[config.mk]
export PLATFORM = sky130hd
export DESIGN_NAME = mem_port_arbiter
export DESIGN_NICKNAME = d
export VERILOG_FILES = /design/src/rtl/mem_port_arbiter.sv
export SDC_FILE = /design/constraint.sdc
export NUM_CORES = 1
export LEC_CHECK = 0
export ABC_CLOCK_PERIOD_IN_PS = 2320
export CAP_MARGIN = 20
export CORE_AREA = 2 2 104 106
export CTS_BUF_LIST = sky130_fd_sc_hd__clkbuf_4 sky130_fd_sc_hd__clkbuf_8 sky130_fd_sc_hd__clkbuf_16
export CTS_CLUSTER_DIAMETER = 40
export DETAILED_ROUTE_END_ITERATION = 10
export DIE_AREA = 0 0 106 108
export GPL_TIMING_DRIVEN = 0
export SETUP_SLACK_MARGIN = 0.02
export SYNTH_ARGS = -nofsm -noshare
export SYNTH_HDL_FRONTEND = slang
export SYNTH_SLANG_ARGS = --single-unit
[constraint.sdc]
create_clock -name clock -period 2.32 [get_ports clock]
set_clock_uncertainty 0.1 [all_clocks]
set_input_delay 0.464 -clock clock [delete_from_list [all_inputs] [get_ports clock]]
set_output_delay 0.464 -clock clock [all_outputs]
set_load 0.005 [all_outputs]
[src/rtl/mem_port_arbiter.sv]
// rtl/mem_port_arbiter.sv - single memory port arbiter for fetch and LSU requesters (optional feature macro: ARB_TIMEOUT_EN)
module mem_port_arbiter #(
  parameter int ADDR_W         = 32,
  parameter int DATA_W         = 32,
  parameter int STARVE_LIMIT   = 4,
  parameter int TIMEOUT_CYCLES = 64
) (
  input  logic              clock,
  input  logic              reset,
  input  logic              instr_req_ip,
  input  logic [ADDR_W-1:0] instr_addr_ip,
  output logic              instr_gnt_op,
  output logic              instr_rvalid_op,
  output logic [DATA_W-1:0] instr_rdata_op,
  input  logic              data_req_ip,
  input  logic              data_we_ip,
  input  logic [ADDR_W-1:0] data_addr_ip,
  input  logic [DATA_W-1:0] data_wdata_ip,
  output logic              data_gnt_op,
  output logic              data_rvalid_op,
  output logic [DATA_W-1:0] data_rdata_op,
  output logic              mem_req_op,
  output logic              mem_we_op,
  output logic [ADDR_W-1:0] mem_addr_op,
  output logic [DATA_W-1:0] mem_wdata_op,
  input  logic              mem_gnt_ip,
  input  logic              mem_rvalid_ip,
  input  logic [DATA_W-1:0] mem_rdata_ip,
  output logic              timeout_err_op
);

  typedef enum logic [1:0] {
    ST_IDLE   = 2'd0,
    ST_BUSY_I = 2'd1,
    ST_BUSY_D = 2'd2
  } state_e;

  // The starve counter is 4 bits wide and the timeout counter 8 bits wide.
  if (STARVE_LIMIT < 1 || STARVE_LIMIT > 15) begin : g_bad_starve_limit
    $error("STARVE_LIMIT must be in 1..15");
  end
  if (TIMEOUT_CYCLES < 1 || TIMEOUT_CYCLES > 256) begin : g_bad_timeout
    $error("TIMEOUT_CYCLES must be in 1..256");
  end

  localparam logic [3:0] STARVE_MAX = 4'(STARVE_LIMIT);

  state_e     state_q, state_d;
  logic [3:0] starve_q, starve_d;
  logic       sel_i, sel_d;
`ifdef ARB_TIMEOUT_EN
  localparam logic [7:0] TMO_LAST = 8'(TIMEOUT_CYCLES - 1);
  logic [7:0] tmo_q, tmo_d;
`endif

  // Arbitration, request steering, response routing and next-state logic.
  always_comb begin
    state_d         = state_q;
    starve_d        = starve_q;
    sel_i           = 1'b0;
    sel_d           = 1'b0;
    instr_gnt_op    = 1'b0;
    instr_rvalid_op = 1'b0;
    instr_rdata_op  = '0;
    data_gnt_op     = 1'b0;
    data_rvalid_op  = 1'b0;
    data_rdata_op   = '0;
    mem_req_op      = 1'b0;
    mem_we_op       = 1'b0;
    mem_addr_op     = '0;
    mem_wdata_op    = '0;
    timeout_err_op  = 1'b0;
`ifdef ARB_TIMEOUT_EN
    tmo_d           = tmo_q;
`endif

    case (state_q)
      ST_IDLE: begin
        // LSU wins unless fetch is alone or has been starved long enough.
        sel_i = instr_req_ip & (~data_req_ip | (starve_q == STARVE_MAX));
        sel_d = data_req_ip & ~sel_i;
        mem_req_op = sel_i | sel_d;
        if (sel_i) begin
          mem_addr_op = instr_addr_ip;
        end else if (sel_d) begin
          mem_addr_op  = data_addr_ip;
          mem_we_op    = data_we_ip;
          mem_wdata_op = data_wdata_ip;
        end
        instr_gnt_op = mem_gnt_ip & sel_i;
        data_gnt_op  = mem_gnt_ip & sel_d;
        if (instr_gnt_op) begin
          state_d  = ST_BUSY_I;
          starve_d = 4'd0;
        end else if (data_gnt_op) begin
          state_d = ST_BUSY_D;
          if (instr_req_ip && (starve_q < STARVE_MAX)) begin
            starve_d = starve_q + 4'd1;
          end
        end
`ifdef ARB_TIMEOUT_EN
        if (instr_gnt_op || data_gnt_op) begin
          tmo_d = 8'd0;
        end
`endif
      end
      ST_BUSY_I, ST_BUSY_D: begin
        if (mem_rvalid_ip) begin
          if (state_q == ST_BUSY_I) begin
            instr_rvalid_op = 1'b1;
            instr_rdata_op  = mem_rdata_ip;
          end else begin
            data_rvalid_op = 1'b1;
            data_rdata_op  = mem_rdata_ip;
          end
          state_d = ST_IDLE;
        end
`ifdef ARB_TIMEOUT_EN
        else if (tmo_q == TMO_LAST) begin
          timeout_err_op = 1'b1;
          state_d        = ST_IDLE;
        end else begin
          tmo_d = tmo_q + 8'd1;
        end
`endif
      end
      default: state_d = ST_IDLE;
    endcase

    // Reset silences every output, including the combinational paths.
    if (!reset) begin
      state_d         = ST_IDLE;
      starve_d        = 4'd0;
      instr_gnt_op    = 1'b0;
      instr_rvalid_op = 1'b0;
      instr_rdata_op  = '0;
      data_gnt_op     = 1'b0;
      data_rvalid_op  = 1'b0;
      data_rdata_op   = '0;
      mem_req_op      = 1'b0;
      mem_we_op       = 1'b0;
      mem_addr_op     = '0;
      mem_wdata_op    = '0;
      timeout_err_op  = 1'b0;
`ifdef ARB_TIMEOUT_EN
      tmo_d           = 8'd0;
`endif
    end
  end

  // State, starve counter and timeout counter registers.
  always_ff @(posedge clock) begin
    state_q  <= state_d;
    starve_q <= starve_d;
`ifdef ARB_TIMEOUT_EN
    tmo_q    <= tmo_d;
`endif
  end

endmodule

==> impl_metrics.py <==
metrics = {
    "outcome": {
        "status": "finished, violations left",
        "violations": "setup timing",
    },
    "sta": {
        "timing.final.ws_setup_ns": -0.132,
        "fmax_mhz": 408,
        "setup_tns_ns": -0.839,
        "rsz0062_at_grt": "true",
        "hold_violations": 0,
        "period_share_pct": 106,
        "setup_viol": 21,
        "slew_viol_final": 0,
        "finalCriticalPeriod_ns": 2.45,
        "hold_slack_ns": 0.371,
    },
    "global_route": {
        "antenna_found_initial": 1,
        "grt_pass1_wl_mm": 16.0,
        "grt_max_degree": 11,
        "overflow": 0,
        "track_usage_pct": 17.2,
        "grt_pass1_vias": 3154,
    },
    "placement": {
        "place_ws_ns": -0.832,
        "place.gp.congestion": 0.782,
        "placed_area_um2": 4410,
        "numPortBuffers": 267,
        "dp_hpwl_mm": 8.12,
    },
    "synthesis": {
        "synth_most_common_cell": "and2_1",
        "syn_nets": 406,
        "synthCells": 267,
        "synthAdderAreaFrac_pct": 3.20,
        "synth_top_family_by_area": "simple AND/OR/NAND/NOR gates",
        "syn_avg_cell_area_um2": 5.86,
        "synthMuxAreaShare_pct": 0,
        "synth_edf_count": 0,
        "synthTopCellsByCount": "and2_1, nand2_1, a21oi_1, and3_1, nand3_1",
        "ys_types": 29,
        "synth_area_leader_cell": "and2_1",
        "synth_simple_gate_area_share_pct": 67.0,
        "synth_area_um2": 1560,
        "synth.area.top_cells": "and2_1, and3_1, a21oi_1, nand3_1, nand2_1",
        "ys_seq_elements": 6,
        "synthXorXnorAreaFrac_pct": 0.560,
        "ys_warn_count": 0,
        "synth_compound_area_share_pct": 13.2,
        "ys_seq_area_share_pct": 7.68,
        "synth_flop_cell": "dfxtp_1",
        "yosysTopAreaCellShare_pct": 26.4,
        "postSynth.asyncResetShare_pct": 0,
    },
    "cts": {
        "cts-root-buf": "clkbuf_8",
        "clk_pin_slew_ns": 0.04,
        "htreeDepth": 1,
        "cts-hold-fix-buffers": 0,
        "cts_sinks": 6,
        "clock_latency_ns": 0.23,
        "cts_tree": "built",
        "cts_buffers": 3,
        "cts_buffer_depth": 2,
    },
    "worst_setup_path": {
        "reg2reg_to": "state_q[1]$_SDFFE_PN0P_",
        "path_class": "register to primary output",
        "crit_fanout": 10,
        "worstPathRequired_ns": 1.76,
        "cp_slowest_cell": "clkdlybuf4s50_1",
        "crit_chain": "inv_2, ha_2, and3_4, clkbuf_8, and3_1, clkdlybuf4s50_1",
        "cp.buffers_inverters": 3,
        "max_stage_delay_ns": 0.52,
        "r2r_slack_ns": 0.55,
        "critPathLaunchType": "register",
        "reg2reg_depth": 8,
        "cp.arrival_ns": 1.89,
        "cp_top_family": "buffers and inverters",
        "endpoint_kind": "primary output",
        "timing.rr.start": "starve_q[0]$_SDFFE_PN0P_",
    },
    "min_path": {
        "whs_endpoint": "state_q[1]$_SDFFE_PN0P_",
        "min_path_type": "register to register",
        "hold_depth": 2,
        "hold_start": "state_q[1]$_SDFFE_PN0P_",
    },
    "power": {
        "p_leak_nw": 2.61,
        "peakVddDrop_mv": 0.0979,
        "powerDensity_nw_per_um2": 195,
    },
    "floorplan": {
        "start_util_pct": 15.3,
        "die_h_um": 108,
        "io_pins": 270,
        "dieArea_um2": 11400,
        "rows": 37,
        "fp.dieW_um": 106,
        "coreArea_um2": 10200,
    },
    "cells_and_area": {
        "drive_gt1_share_pct": 39.2,
        "syn2layout_area_growth_pct": 218,
        "fin_area_um2": 4970,
        "final_nets": 723,
        "fillers": 1016,
        "utilization_pct": 48.6,
    },
    "route": {
        "drtAntennaViolNets": 0,
        "drc_errors": 0,
        "viasPerCell": 4.32,
        "wire_per_inst_um": 15.1,
        "routed_wl_mm": 10.8,
        "vias": 3108,
        "drtPass1Iterations": 4,
        "drt_iter0_drc": 186,
    },
    "run": {
        "max_cap_viol_count": 0,
    },
}
==> routing by layer <==
layer  routed length [um]  track usage [%]  part of all wire (%)
met2                 5790             33.5                    54
met4                  166             4.51                   1.5
met3                  891             4.28                   8.2
met1                 3980             18.5                    37
met5                    0                0                     0
==> worst reg2reg max path, delay by kind of cell, from the launching register on <==
| family | cells | cell delay, ns |
|---|---|---|
| AOI/OAI and AO/OA | 1 | 0.15 |
| DFF | 1 | 0.32 |
| and+or+nand+nor | 3 | 0.68 |
| adders and majority gates | 1 | 0.16 |
| buffers and inverters | 3 | 0.28 |
==> what timing repair did <==
action | in CTS | in global routing
gates resized for setup | 462 | 108
pin swaps | 29 | 23
setup endpoints to repair | 134 | 81
gates cloned | 5 | 0
setup buffers | 38 | 8
==> power breakdown <==
group / total (mW) / internal [mW] / switching (mW)
clock network: 0.158 / 0.112 / 0.0463
logic: 0.697 / 0.447 / 0.250
registers: 0.112 / 0.109 / 0.00289
total: 0.967 / 0.667 / 0.300
==> registers in the layout, summed over array words and instances, names as in the netlist <==
name / count
starve_q: 4
state_q: 2
==> kinds of logic after synthesis <==
| kind of cell | count (synthesis) |
|---|---|
| xor gates and xnor gates | 1 |
| buffers and inverters | 31 |
| DFF | 6 |
| adders and majority gates | 4 |
| AOI/OAI and AO/OA | 39 |
| other | 1 |
| and+or+nand+nor | 185 |
==> metrics by stage <==
step | instances | power (mW)
global route | 719 | 1.04
detailed placement | 670 | 0.708
finish | 719 | 0.967
global placement | 670 | 0.700
floorplan | 267 | 0.282
CTS | 716 | 0.941
==> layout make-up <==
cell class / instances / area (um2) / share of cell area, %
Antenna cell: 1 / 2.50 / 0.0504
Sequential cell: 6 / 125 / 2.52
Buffer: 25 / 251 / 5.06
Inverter: 4 / 15.0 / 0.302
Multi-Input combinational cell: 230 / 1530 / 30.7
Clock buffer: 3 / 41.3 / 0.831
Timing Repair Buffer: 314 / 2840 / 57.1
Tap cell: 136 / 170 / 3.42
==> worst max-delay path by stage <==
stage	start	endpoint	depth (start not counted)
after floorplan	starve_q[0]$_SDFFE_PN0P_	mem_wdata_op[10]	6
after global placement	instr_req_ip	mem_wdata_op[16]	6
after detailed placement	instr_req_ip	mem_wdata_op[16]	6
after CTS	state_q[0]$_SDFFE_PN0P_	data_rdata_op[10]	9
after global routing	state_q[1]$_SDFFE_PN0P_	instr_rdata_op[6]	6
final	state_q[1]$_SDFFE_PN0P_	instr_rdata_op[6]	6
==> cell usage in the layout (no fill, tap or decap), types with 3 or more instances in the layout <==
master           netlist  routed
clkdlybuf4s50_1        0     135
buf_6                  0      48
buf_2                  5      44
and2_1                66      38
dlygate4sd2_1          0      37
nand2_1               38      34
and3_1                34      33
nand3_1               32      32
and2_4                 0      28
clkbuf_2               0      25
buf_4                  1      21
a21oi_2                0      17
a21oi_1               34      17
clkbuf_8               0      11
buf_8                  0       7
nor2_1                 5       5
inv_2                  0       4
dfxtp_2                0       4
buf_1                  3       3
dlymetal6s2s_1         0       3
clkdlybuf4s15_1        0       3
buf_12                 0       3
Note: power is estimated with default switching activity, not from simulation.
